## src/rtl/multiway_traffic_controller_pkg.sv

```systemverilog
// Shared definitions for the intersection controller: phase encoding, lamp codes
// and the direction-index width helper.
package traffic_pkg;

    typedef logic [1:0] phase_t;

    localparam phase_t PH_GREEN  = 2'd0;
    localparam phase_t PH_YELLOW = 2'd1;
    localparam phase_t PH_ALLRED = 2'd2;
    localparam phase_t PH_FLASH  = 2'd3;

    localparam logic [2:0] LAMP_RED = 3'b100;
    localparam logic [2:0] LAMP_YEL = 3'b010;
    localparam logic [2:0] LAMP_GRN = 3'b001;
    localparam logic [2:0] LAMP_OFF = 3'b000;

    function automatic int dir_width(input int n);
        return (n > 1) ? $clog2(n) : 1;
    endfunction

endpackage

```

## src/rtl/multiway_traffic_controller_if.sv

```systemverilog
// Sensor-side requests and lamp-side outputs of the intersection controller.
interface multiway_traffic_controller_if
    import traffic_pkg::*;
#(
    parameter int NUM_DIRS = 4,
    parameter int DIR_W    = dir_width(NUM_DIRS)
);
    logic [NUM_DIRS-1:0]   demand;
    logic                  flash_req;
    logic [3*NUM_DIRS-1:0] lights;
    logic [DIR_W-1:0]      active_dir;
    phase_t                phase;

    modport master (
        output demand, flash_req,
        input  lights, active_dir, phase
    );

    modport slave (
        input  demand, flash_req,
        output lights, active_dir, phase
    );
endinterface

```

## src/rtl/multiway_traffic_controller_rr_next_dir.sv

```systemverilog
// Combinational round-robin picker: first requesting index after cur_i, wrapping.
// With no request, next_o echoes cur_i and valid_o is low.
module rr_next_dir
    import traffic_pkg::*;
#(
    parameter int NUM_DIRS = 4,
    parameter int DIR_W    = dir_width(NUM_DIRS)
) (
    input  logic [NUM_DIRS-1:0] req_i,
    input  logic [DIR_W-1:0]    cur_i,
    output logic [DIR_W-1:0]    next_o,
    output logic                valid_o
);

    logic [DIR_W-1:0] idx;

    always_comb begin
        next_o  = cur_i;
        valid_o = 1'b0;
        idx     = '0;
        // Scan farthest offset first so the nearest requester is the last one written.
        for (int k = NUM_DIRS - 1; k >= 1; k--) begin
            idx = DIR_W'((32'(cur_i) + 32'(k)) % 32'(NUM_DIRS));
            if (req_i[idx]) begin
                next_o  = idx;
                valid_o = 1'b1;
            end
        end
    end

endmodule

```

## src/rtl/multiway_traffic_controller.sv

```systemverilog
// Actuated multi-approach signal controller: demand-driven green with min/max limits,
// round-robin hand-over through yellow and all-red, and a flashing-red mode.
module multiway_traffic_controller
    import traffic_pkg::*;
#(
    parameter int NUM_DIRS          = 4,
    parameter int MIN_GREEN_CYCLES  = 50,
    parameter int MAX_GREEN_CYCLES  = 200,
    parameter int YELLOW_CYCLES     = 20,
    parameter int ALLRED_CYCLES     = 10,
    parameter int FLASH_HALF_CYCLES = 25,
    parameter int CNT_W             = 16
) (
    input  logic                          clk,
    input  logic                          rst,
    multiway_traffic_controller_if.slave  bus
);

    localparam int DIR_W = dir_width(NUM_DIRS);

    localparam int unsigned MIN_M1   = MIN_GREEN_CYCLES - 1;
    localparam int unsigned MAX_M1   = MAX_GREEN_CYCLES - 1;
    localparam int unsigned YEL_M1   = YELLOW_CYCLES - 1;
    localparam int unsigned ARED_M1  = ALLRED_CYCLES - 1;
    localparam int unsigned FLASH_M1 = FLASH_HALF_CYCLES - 1;

    if (NUM_DIRS < 2 || NUM_DIRS > 8) begin : g_bad_dirs
        $error("NUM_DIRS must be in 2..8");
    end
    if (MIN_GREEN_CYCLES < 1 || MAX_GREEN_CYCLES < MIN_GREEN_CYCLES) begin : g_bad_green
        $error("green limits must satisfy 1 <= MIN_GREEN_CYCLES <= MAX_GREEN_CYCLES");
    end
    if (YELLOW_CYCLES < 1 || ALLRED_CYCLES < 1 || FLASH_HALF_CYCLES < 1) begin : g_bad_times
        $error("YELLOW_CYCLES, ALLRED_CYCLES and FLASH_HALF_CYCLES must be >= 1");
    end
    if (longint'(MAX_GREEN_CYCLES - 1) >= (longint'(1) << CNT_W) ||
        longint'(FLASH_HALF_CYCLES - 1) >= (longint'(1) << CNT_W)) begin : g_bad_cnt
        $error("CNT_W too narrow for MAX_GREEN_CYCLES-1 / FLASH_HALF_CYCLES-1");
    end

    phase_t             phase_q, phase_d;
    logic [CNT_W-1:0]   counter_q, counter_d;
    logic [DIR_W-1:0]   active_q, active_d;
    logic [DIR_W-1:0]   next_q, next_d;
    logic               flash_on_q, flash_on_d;

    logic [31:0]         cnt32;
    logic [NUM_DIRS-1:0] conflict;
    logic [DIR_W-1:0]    rr_next;
    logic                rr_valid;
    logic [DIR_W-1:0]    active_inc;
    logic                green_exit;
    logic                illegal;
    logic [2:0]          lamp;

    assign cnt32      = 32'(counter_q);
    assign conflict   = bus.demand & ~(NUM_DIRS'(1) << active_q);
    assign active_inc = DIR_W'((32'(active_q) + 32'd1) % 32'(NUM_DIRS));

    rr_next_dir #(
        .NUM_DIRS (NUM_DIRS),
        .DIR_W    (DIR_W)
    ) u_rr (
        .req_i   (conflict),
        .cur_i   (active_q),
        .next_o  (rr_next),
        .valid_o (rr_valid)
    );

    // Direction registers can only hold out-of-range codes when NUM_DIRS is not a power of two.
    if ((1 << DIR_W) != NUM_DIRS) begin : g_range_chk
        assign illegal = (32'(active_q) >= 32'(NUM_DIRS)) || (32'(next_q) >= 32'(NUM_DIRS));
    end else begin : g_range_ok
        assign illegal = 1'b0;
    end

    assign green_exit = bus.flash_req ||
                        ((|conflict) && ((cnt32 >= MIN_M1 && !bus.demand[active_q]) ||
                                         (cnt32 >= MAX_M1)));

    always_comb begin
        phase_d    = phase_q;
        counter_d  = counter_q;
        active_d   = active_q;
        next_d     = next_q;
        flash_on_d = flash_on_q;
        case (phase_q)
            PH_GREEN: begin
                if (cnt32 < MAX_M1) counter_d = counter_q + CNT_W'(1);
                if (green_exit) begin
                    phase_d   = PH_YELLOW;
                    counter_d = '0;
                    next_d    = rr_valid ? rr_next : active_inc;
                end
            end
            PH_YELLOW: begin
                if (cnt32 >= YEL_M1) begin
                    phase_d   = PH_ALLRED;
                    counter_d = '0;
                end else begin
                    counter_d = counter_q + CNT_W'(1);
                end
            end
            PH_ALLRED: begin
                if (cnt32 >= ARED_M1) begin
                    counter_d = '0;
                    if (bus.flash_req) begin
                        phase_d    = PH_FLASH;
                        flash_on_d = 1'b1;
                    end else begin
                        phase_d  = PH_GREEN;
                        active_d = next_q;
                    end
                end else begin
                    counter_d = counter_q + CNT_W'(1);
                end
            end
            PH_FLASH: begin
                if (!bus.flash_req) begin
                    phase_d   = PH_ALLRED;
                    counter_d = '0;
                    next_d    = '0;
                end else if (cnt32 >= FLASH_M1) begin
                    counter_d  = '0;
                    flash_on_d = ~flash_on_q;
                end else begin
                    counter_d = counter_q + CNT_W'(1);
                end
            end
        endcase
    end

    always_ff @(posedge clk) begin
        if (rst || illegal) begin
            phase_q    <= PH_ALLRED;
            counter_q  <= '0;
            active_q   <= '0;
            next_q     <= '0;
            flash_on_q <= 1'b0;
        end else begin
            phase_q    <= phase_d;
            counter_q  <= counter_d;
            active_q   <= active_d;
            next_q     <= next_d;
            flash_on_q <= flash_on_d;
        end
    end

    always_comb begin
        bus.lights = '0;
        lamp       = LAMP_RED;
        for (int i = 0; i < NUM_DIRS; i++) begin
            lamp = LAMP_RED;
            case (phase_q)
                PH_GREEN:  if (active_q == DIR_W'(i)) lamp = LAMP_GRN;
                PH_YELLOW: if (active_q == DIR_W'(i)) lamp = LAMP_YEL;
                PH_FLASH:  lamp = flash_on_q ? LAMP_RED : LAMP_OFF;
                default:   lamp = LAMP_RED;
            endcase
            bus.lights[3*i +: 3] = lamp;
        end
    end

    assign bus.phase      = phase_q;
    assign bus.active_dir = active_q;

endmodule

```

## src/flat_wrapper.sv

```systemverilog
// flat-port wrapper written by rule: the top's interface ports become plain ports
module multiway_traffic_controller_flat import traffic_pkg::*;
#(
    parameter int NUM_DIRS          = 4,
    parameter int MIN_GREEN_CYCLES  = 50,
    parameter int MAX_GREEN_CYCLES  = 200,
    parameter int YELLOW_CYCLES     = 20,
    parameter int ALLRED_CYCLES     = 10,
    parameter int FLASH_HALF_CYCLES = 25,
    parameter int CNT_W             = 16
)
  (clk, rst, bus_demand, bus_flash_req, bus_lights, bus_active_dir, bus_phase);
  multiway_traffic_controller_if #(.NUM_DIRS(NUM_DIRS)) bus_i ();
  input  logic clk;
  input  logic rst;
  input wire logic [$bits(bus_i.demand)-1:0] bus_demand;
  input wire logic [$bits(bus_i.flash_req)-1:0] bus_flash_req;
  output wire logic [$bits(bus_i.lights)-1:0] bus_lights;
  output wire logic [$bits(bus_i.active_dir)-1:0] bus_active_dir;
  output wire logic [$bits(bus_i.phase)-1:0] bus_phase;
  assign bus_i.demand = bus_demand;
  assign bus_i.flash_req = bus_flash_req;
  assign bus_lights = bus_i.lights;
  assign bus_active_dir = bus_i.active_dir;
  assign bus_phase = bus_i.phase;
  multiway_traffic_controller #(.NUM_DIRS(NUM_DIRS), .MIN_GREEN_CYCLES(MIN_GREEN_CYCLES), .MAX_GREEN_CYCLES(MAX_GREEN_CYCLES), .YELLOW_CYCLES(YELLOW_CYCLES), .ALLRED_CYCLES(ALLRED_CYCLES), .FLASH_HALF_CYCLES(FLASH_HALF_CYCLES), .CNT_W(CNT_W)) u_core (.clk(clk), .rst(rst), .bus(bus_i));
endmodule
```

## config.mk

```make
export PLATFORM = sky130hd
export DESIGN_NAME = multiway_traffic_controller_flat
export DESIGN_NICKNAME = d
export VERILOG_FILES = /design/src/rtl/multiway_traffic_controller_pkg.sv /design/src/rtl/multiway_traffic_controller_if.sv /design/src/rtl/multiway_traffic_controller_rr_next_dir.sv /design/src/rtl/multiway_traffic_controller.sv /design/src/flat_wrapper.sv
export SDC_FILE = /design/constraint.sdc
export NUM_CORES = 1
export LEC_CHECK = 0
export CAP_MARGIN = 20
export CORE_MARGIN = 4
export CORE_UTILIZATION = 30
export CTS_CLUSTER_SIZE = 20
export DETAILED_ROUTE_END_ITERATION = 10
export DONT_BUFFER_PORTS = 1
export HOLD_SLACK_MARGIN = 0.03
export MAX_ROUTING_LAYER = met4
export PLACE_DENSITY = 0.44
export SYNTH_ARGS = -nofsm -noshare
export SYNTH_HDL_FRONTEND = slang
export SYNTH_SLANG_ARGS = --single-unit
```

## constraint.sdc

```tcl
create_clock -name clk -period 5.88 [get_ports clk]
set_input_delay 1.176 -clock clk [delete_from_list [all_inputs] [get_ports clk]]
set_output_delay 1.176 -clock clk [all_outputs]
set_load 0.02 [all_outputs]
```

After elaboration in Yosys (flattened, before gate mapping)
Cells that the tools add are included.
W data, S select, Z words.
{"block": "classes", "magnitude_cmp": 10, "n_reduce_logical": 14, "n_shift": 1, "mux": 49, "addsub": 4, "n_bitwise": 4, "eq_ne": 14}
{"cell": "$mux W16", "n": 6}
{"cell": "$pmux W16 S4", "n": 1}
{"cell": "$pmux W3 S3", "n": 4}
{"cell": "$ge A16 B5 Y1 const B", "n": 2}
{"cell": "$mux W3", "n": 9}
{"cell": "$mux W2", "n": 11}
{"cell": "$add A16 B1 Y16 const B", "n": 1}
{"cell": "$ge A16 B4 Y1 const B", "n": 1}
{"cell": "$ge A16 B6 Y1 const B", "n": 1}
{"cell": "$ge A16 B8 Y1 const B", "n": 1}
{"cell": "$lt A16 B8 Y1 const B", "n": 1}
{"cell": "$lt A2 B3 Y1 const B", "n": 4}
{"cell": "$mux W1", "n": 11}
{"cell": "$bmux W1 S2", "n": 4}
{"cell": "$eq A2 B2 Y1 const B", "n": 4}
{"cell": "$ne A2 B1 Y1 const B", "n": 4}
{"cell": "$pmux W2 S4", "n": 1}
{"cell": "$ne A2 B2 Y1 const B", "n": 3}
{"cell": "$reduce_and A3 Y1", "n": 2}
{"cell": "$reduce_and A5 Y1", "n": 1}
{"cell": "$add A2 B2 Y2 const B", "n": 2}
{"cell": "$and A4 B4 Y4", "n": 1}
{"cell": "$eq A2 B1 Y1 const B", "n": 2}
{"cell": "$logic_not A2 Y1", "n": 2}
{"cell": "other kinds (13)", "n": 17}
{"block": "word_totals", "reg_bits": 23, "input_bits": 7}

Logic depth before layout (Yosys ltp)
{"block": "logic_depth", "word_depth": 11, "mapped_depth": 10}

Cells and area by module
From an unflattened synthesis, not the netlist that was laid out.
{"block": "unflattened", "hier_cells": 200, "hier_area_um2": 1602.8}
{"module": "multiway_traffic_controller", "cells_per_inst": 180, "area_each_um2": 1468.9, "instances": 1, "seq_area_each_um2": 460.4}
{"module": "rr_next_dir", "cells_per_inst": 20, "area_each_um2": 133.9, "instances": 1, "seq_area_each_um2": 0.0}

Least setup slack after synthesis
No wires, ideal clock.
{"block": "synth_path", "path_type": "input port to flip-flop", "startpoint": "in bus_demand[3]", "endpoint": "reg u_core.counter_q[5]", "cell_stages": 6, "arrival_ps": 2624, "required_ps": 5766, "slack_ps": 3142, "path_buffers": 0, "path_cell_list": "nor2b_1 -> a2111oi_1 -> a31oi_1 -> nand3_1 -> xor2_1 -> nor2_1"}
{"block": "synth_via", "elab_chain_len": 9, "elab_cells_between_ends": 12, "classes_between": "eq/ne: 1; mux: 4; bitwise: 1; reduce/logical: 6"}
{"item": "from (decl)", "line_no": "flat_wrapper.sv:16", "rtl": "input wire logic [$bits(bus_i.demand)-1:0] bus_demand;"}
{"item": "$bmux W1 S2", "line_no": "multiway_traffic_controller.sv:78", "rtl": "((|conflict) && ((cnt32 >= MIN_M1 && !bus.demand[active_q]) ||"}
{"item": "$mux W1 (not written as such)", "line_no": "multiway_traffic_controller.sv:78"}
{"item": "$logic_not A1 Y1", "line_no": "multiway_traffic_controller.sv:78"}
{"item": "$logic_and A1 B1 Y1", "line_no": "multiway_traffic_controller.sv:78"}
{"item": "$logic_or A1 B1 Y1", "line_no": "multiway_traffic_controller.sv:78"}
{"item": "$logic_and A1 B1 Y1 *", "line_no": "multiway_traffic_controller.sv:78"}
{"item": "$logic_or A1 B1 Y1 *", "line_no": "multiway_traffic_controller.sv:77", "rtl": "assign green_exit = bus.flash_req ||"}
{"item": "$mux W16", "line_no": "multiway_traffic_controller.sv:90", "rtl": "if (green_exit) begin"}
{"item": "$pmux W16 S4", "line_no": "multiway_traffic_controller.sv:87", "rtl": "case (phase_q)"}
{"item": "to (signal assigned)", "line_no": "multiway_traffic_controller.sv:142", "rtl": "counter_q <= counter_d;"}
{"item": "to (decl)", "line_no": "multiway_traffic_controller.sv:42", "rtl": "logic [CNT_W-1:0] counter_q, counter_d;"}
Every way passes the cells marked *; elsewhere a longest branch is shown, timed or not. The select of a mux whose other input is x is not followed.
A chain may end at the register's enable or synchronous reset.

Final worst setup path
{"block": "layout_path", "startpoint": "reg u_core.active_q[0] (netlist: u_core.bus.active_dir[0])", "endpoint": "out bus_lights[3]"}
{"block": "layout_via", "elab_chain_len": 3}
{"item": "from (decl)", "line_no": "multiway_traffic_controller.sv:43", "rtl": "logic [DIR_W-1:0] active_q, active_d;"}
{"item": "from (signal assigned)", "line_no": "multiway_traffic_controller.sv:143", "rtl": "active_q <= active_d;"}
{"item": "$eq A2 B1 Y1", "line_no": "multiway_traffic_controller.sv:155", "rtl": "PH_GREEN: if (active_q == DIR_W'(i)) lamp = LAMP_GRN;"}
{"item": "$mux W3", "line_no": "multiway_traffic_controller.sv:155"}
{"item": "$pmux W3 S3", "line_no": "multiway_traffic_controller.sv:154", "rtl": "case (phase_q)"}
{"item": "to (decl)", "line_no": "flat_wrapper.sv:18", "rtl": "output wire logic [$bits(bus_i.lights)-1:0] bus_lights;"}
No other way between the ends.

==> impl_metrics.csv <==
group,metric,value,unit
status,status,"finished clean",
global_routing,grt_busiest_layer,"met2",
global_routing,track_usage,12.68,%
setup_path,crit_path_cell_trace,"ha_1, inv_1, nor3_1",
setup_path,crit_path_max_fanout,12,
logic_synthesis,synth_async_sr_flop_share,0,%
layout,layout-drive-gt1-share,4.211,%
setup_path,cp_slowest_cell,"dfxtp_1",
timing,fin_worst_skew,8.343,ps
timing,worst_pin_slew,819.8,ps
logic_synthesis,syn_nets,210,
logic_synthesis,synth_cell_types,43,
global_routing,antenna_found_initial,0,
setup_path,rrSetupSlack,2930,ps
setup_path,crit_family,"flip-flops",
timing,post-route-min-period,3198,ps
power_and_ir_drop,powerDensity,176.8,nW/um2
setup_path,required,4700,ps
setup_path,critical_path_class,"reg2out",
timing,hold_viol_final,0,
layout,layout_commonest_cell,"nor2_1",
run,maxCapViolCount,0,
clock_network,cts_buffers,3,
floorplanning,num_rows,25,
floorplanning,die_x,79.19,um
timing,drv_slew,0,
clock_network,cts_setup_buffers,0,
timing,fin_setup_tns,0,ps
global_routing,grt_pass1_vias,1258,
global_routing,grt_max_degree,15,
timing,max_freq,0.3127,GHz
timing,relSlewSlack,45.21,%
place,dp_slack,2757,ps
routing,routed_wirelength,3764,um
setup_path,cp_data_arrival_time,2020,ps
setup_path,reg2regPathDepth,7,
routing,dr_total_vias,1371,
floorplanning,dieArea,6270,um2
layout,fin_area,1590,um2
logic_synthesis,yosysWarnings,0,
floorplanning,die_h,79.19,um
floorplanning,ios,23,
global_routing,gr-usage-met1,16.49,%
global_routing,grt_pass1_wl,6299,um
setup_path,worst_path_largest_cell_delay,710,ps
min_path,hold_start,"u_core.counter_q[9]",
logic_synthesis,synth-seq-cells,23,
clock_network,cts_tree,"done",
setup_path,r2r_start,"u_core.bus.active_dir[0]",
clock_network,cts_resized,0,
layout,syn_to_final_growth,4.609,%
setup_path,critPathBufInv,1,
min_path,holdCritPathClass,"reg2reg",
layout,multi_input_area,965.9,um2
clock_network,htreeDepth,1,
routing,drt_iter0_markers,76,
layout,mostFrequentLayoutCells,"27 x nor2_1, 23 x dfxtp_1, 14 x a21oi_1, 11 x nand2_1, 10 x and2_1",
power_and_ir_drop,p_leak,0.0005930,uW
logic_synthesis,syn_avg_cell_area,7.756,um2
logic_synthesis,syn_inst,196,
min_path,hold_depth,2,
layout,final_util,33.01,%
layout,nets,205,
global_routing,grt_use_met3,3.401,%
clock_network,path_clk_slew,90,ps
floorplanning,core,4817,um2
routing,wl_per_cell,14.65,um
global_routing,grt-ovfl-total,0,
floorplanning,start_util,31.56,%
place,post_dp_cell_area,1544,um2
min_path,holdPathEnd,"u_core.counter_q[9]",
logic_synthesis,syn-cell-area,1520,um2
setup_path,endpoint_kind,"output port",
layout,diodes,0,
routing,post-route-drc-count,0,
clock_network,insertion_delay,270,ps
routing,ant_nets,0,
place,dpl.hpwl,2858,um
clock_network,cts-root-buf,"clkbuf_8",
timing,grt_setup_unrepaired,"no",
timing,finalWorstSetupSlack,2682,ps
clock_network,clockBufferDepth,2,
routing,drtPass1Iterations,4,
layout,fillers,540,
timing,finalSetupViolCount,0,
logic_synthesis,ys.flop_type,"dfxtp_1",
setup_path,worst_setup_path_start_kind,"register",
power_and_ir_drop,power,281.1,uW
logic_synthesis,synth-edff-count,0,
place,place.gp.congestion,0.8040,
layout,seq_area,460.4,um2
routing,via_per_inst,5.335,
global_routing,use_met2,19.53,%
clock_network,cts.sinks,23,
setup_path,rr_endpoint,"u_core.counter_q[5]",
clock_network,ctsHoldBuffers,0,
logic_synthesis,seq_area_frac_synth,30.29,%
power_and_ir_drop,vdd_drop_max,71.12,uV
setup_path,path_depth,3,
timing,period_share,54.39,%
place,io_buffer_count,0,
[stage by stage]
stage	hold WS, ps	instances
after CTS	484.1	257
after global placement	461.6	253
after global routing	506.6	257
after detailed placement	468.6	253
after floorplan	441.2	196
final	479.0	257
[where the power goes]
part | switching [uW] | internal [uW]
sequential | 3.29 | 158
clock | 52.6 | 47.3
combinational | 11.1 | 8.94
[cell type report]
type	count	area share, %
tap	67	5.271
clock inverter	1	0.3147
clock buffer	3	2.596
multi-input combinational	154	60.74
sequential	23	28.95
inverter	9	2.124
[cells by family (layout without fill, tap and decap cells)]
kind of cell | count (synthesis) | in the layout | share of synthesized area [%]
AND/OR/NAND/NOR | 88 | 88 | 29.47
AO/OA/AOI/OAI | 47 | 47 | 19.92
flip-flops | 23 | 23 | 30.29
buffers and inverters | 19 | 13 | 6.173
adder cells (fa/ha/maj) | 7 | 7 | 5.761
multiplexers | 7 | 7 | 5.514
XOR/XNOR | 5 | 5 | 2.881
[routing by layer]
layer | vias to the layer above | share of wire, %
met4 | 0 | 0.82
li1 | 692 | -
met2 | 21 | 48
met1 | 654 | 47
met3 | 4 | 4.2
met5 | - | 0
[cell usage after synthesis, drive strengths merged, types with 6 or more instances]
cell,instances,area [um2]
a21oi,16,87.59
inv,9,33.78
ha,7,87.58
nand2,11,41.29
nor3,6,30.03
nand2b,6,37.54
and2,10,62.56
clkbuf,7,26.28
nor2,27,101.4
nand3,9,45.04
a31oi,6,37.54
nor2b,6,37.54
o21ai,8,40.04
dfxtp,23,460.4
[state kept, by name (all words and copies together) (netlist names)]
signal / flops
u_core.bus.active_dir: 2
u_core.bus.phase: 2
u_core.counter_q: 16
u_core.flash_on_q: 1
u_core.next_q: 2
[worst reg2reg max path, cell delays in order, from the launching register on]
cell and delay, ps:
dfxtp_1 710, ha_1 350, inv_1 90, a2111oi_1 780, a31oi_1 460, nand3_1 220, xor2_1 170, nor2_1 60
[worst max path at each step]
stage | from | endpoint | slack, ps
final | u_core.bus.active_dir[0] | bus_lights[3] | 2680
after global routing | u_core.bus.active_dir[0] | u_core.counter_q[5] | 2580
after CTS | u_core.bus.active_dir[0] | bus_lights[3] | 2700
after detailed placement | bus_demand[3] | u_core.counter_q[5] | 2760
after global placement | bus_demand[3] | u_core.counter_q[5] | 2840
after floorplan | bus_demand[3] | u_core.counter_q[5] | 3140
(Power assumes the default switching activity.)
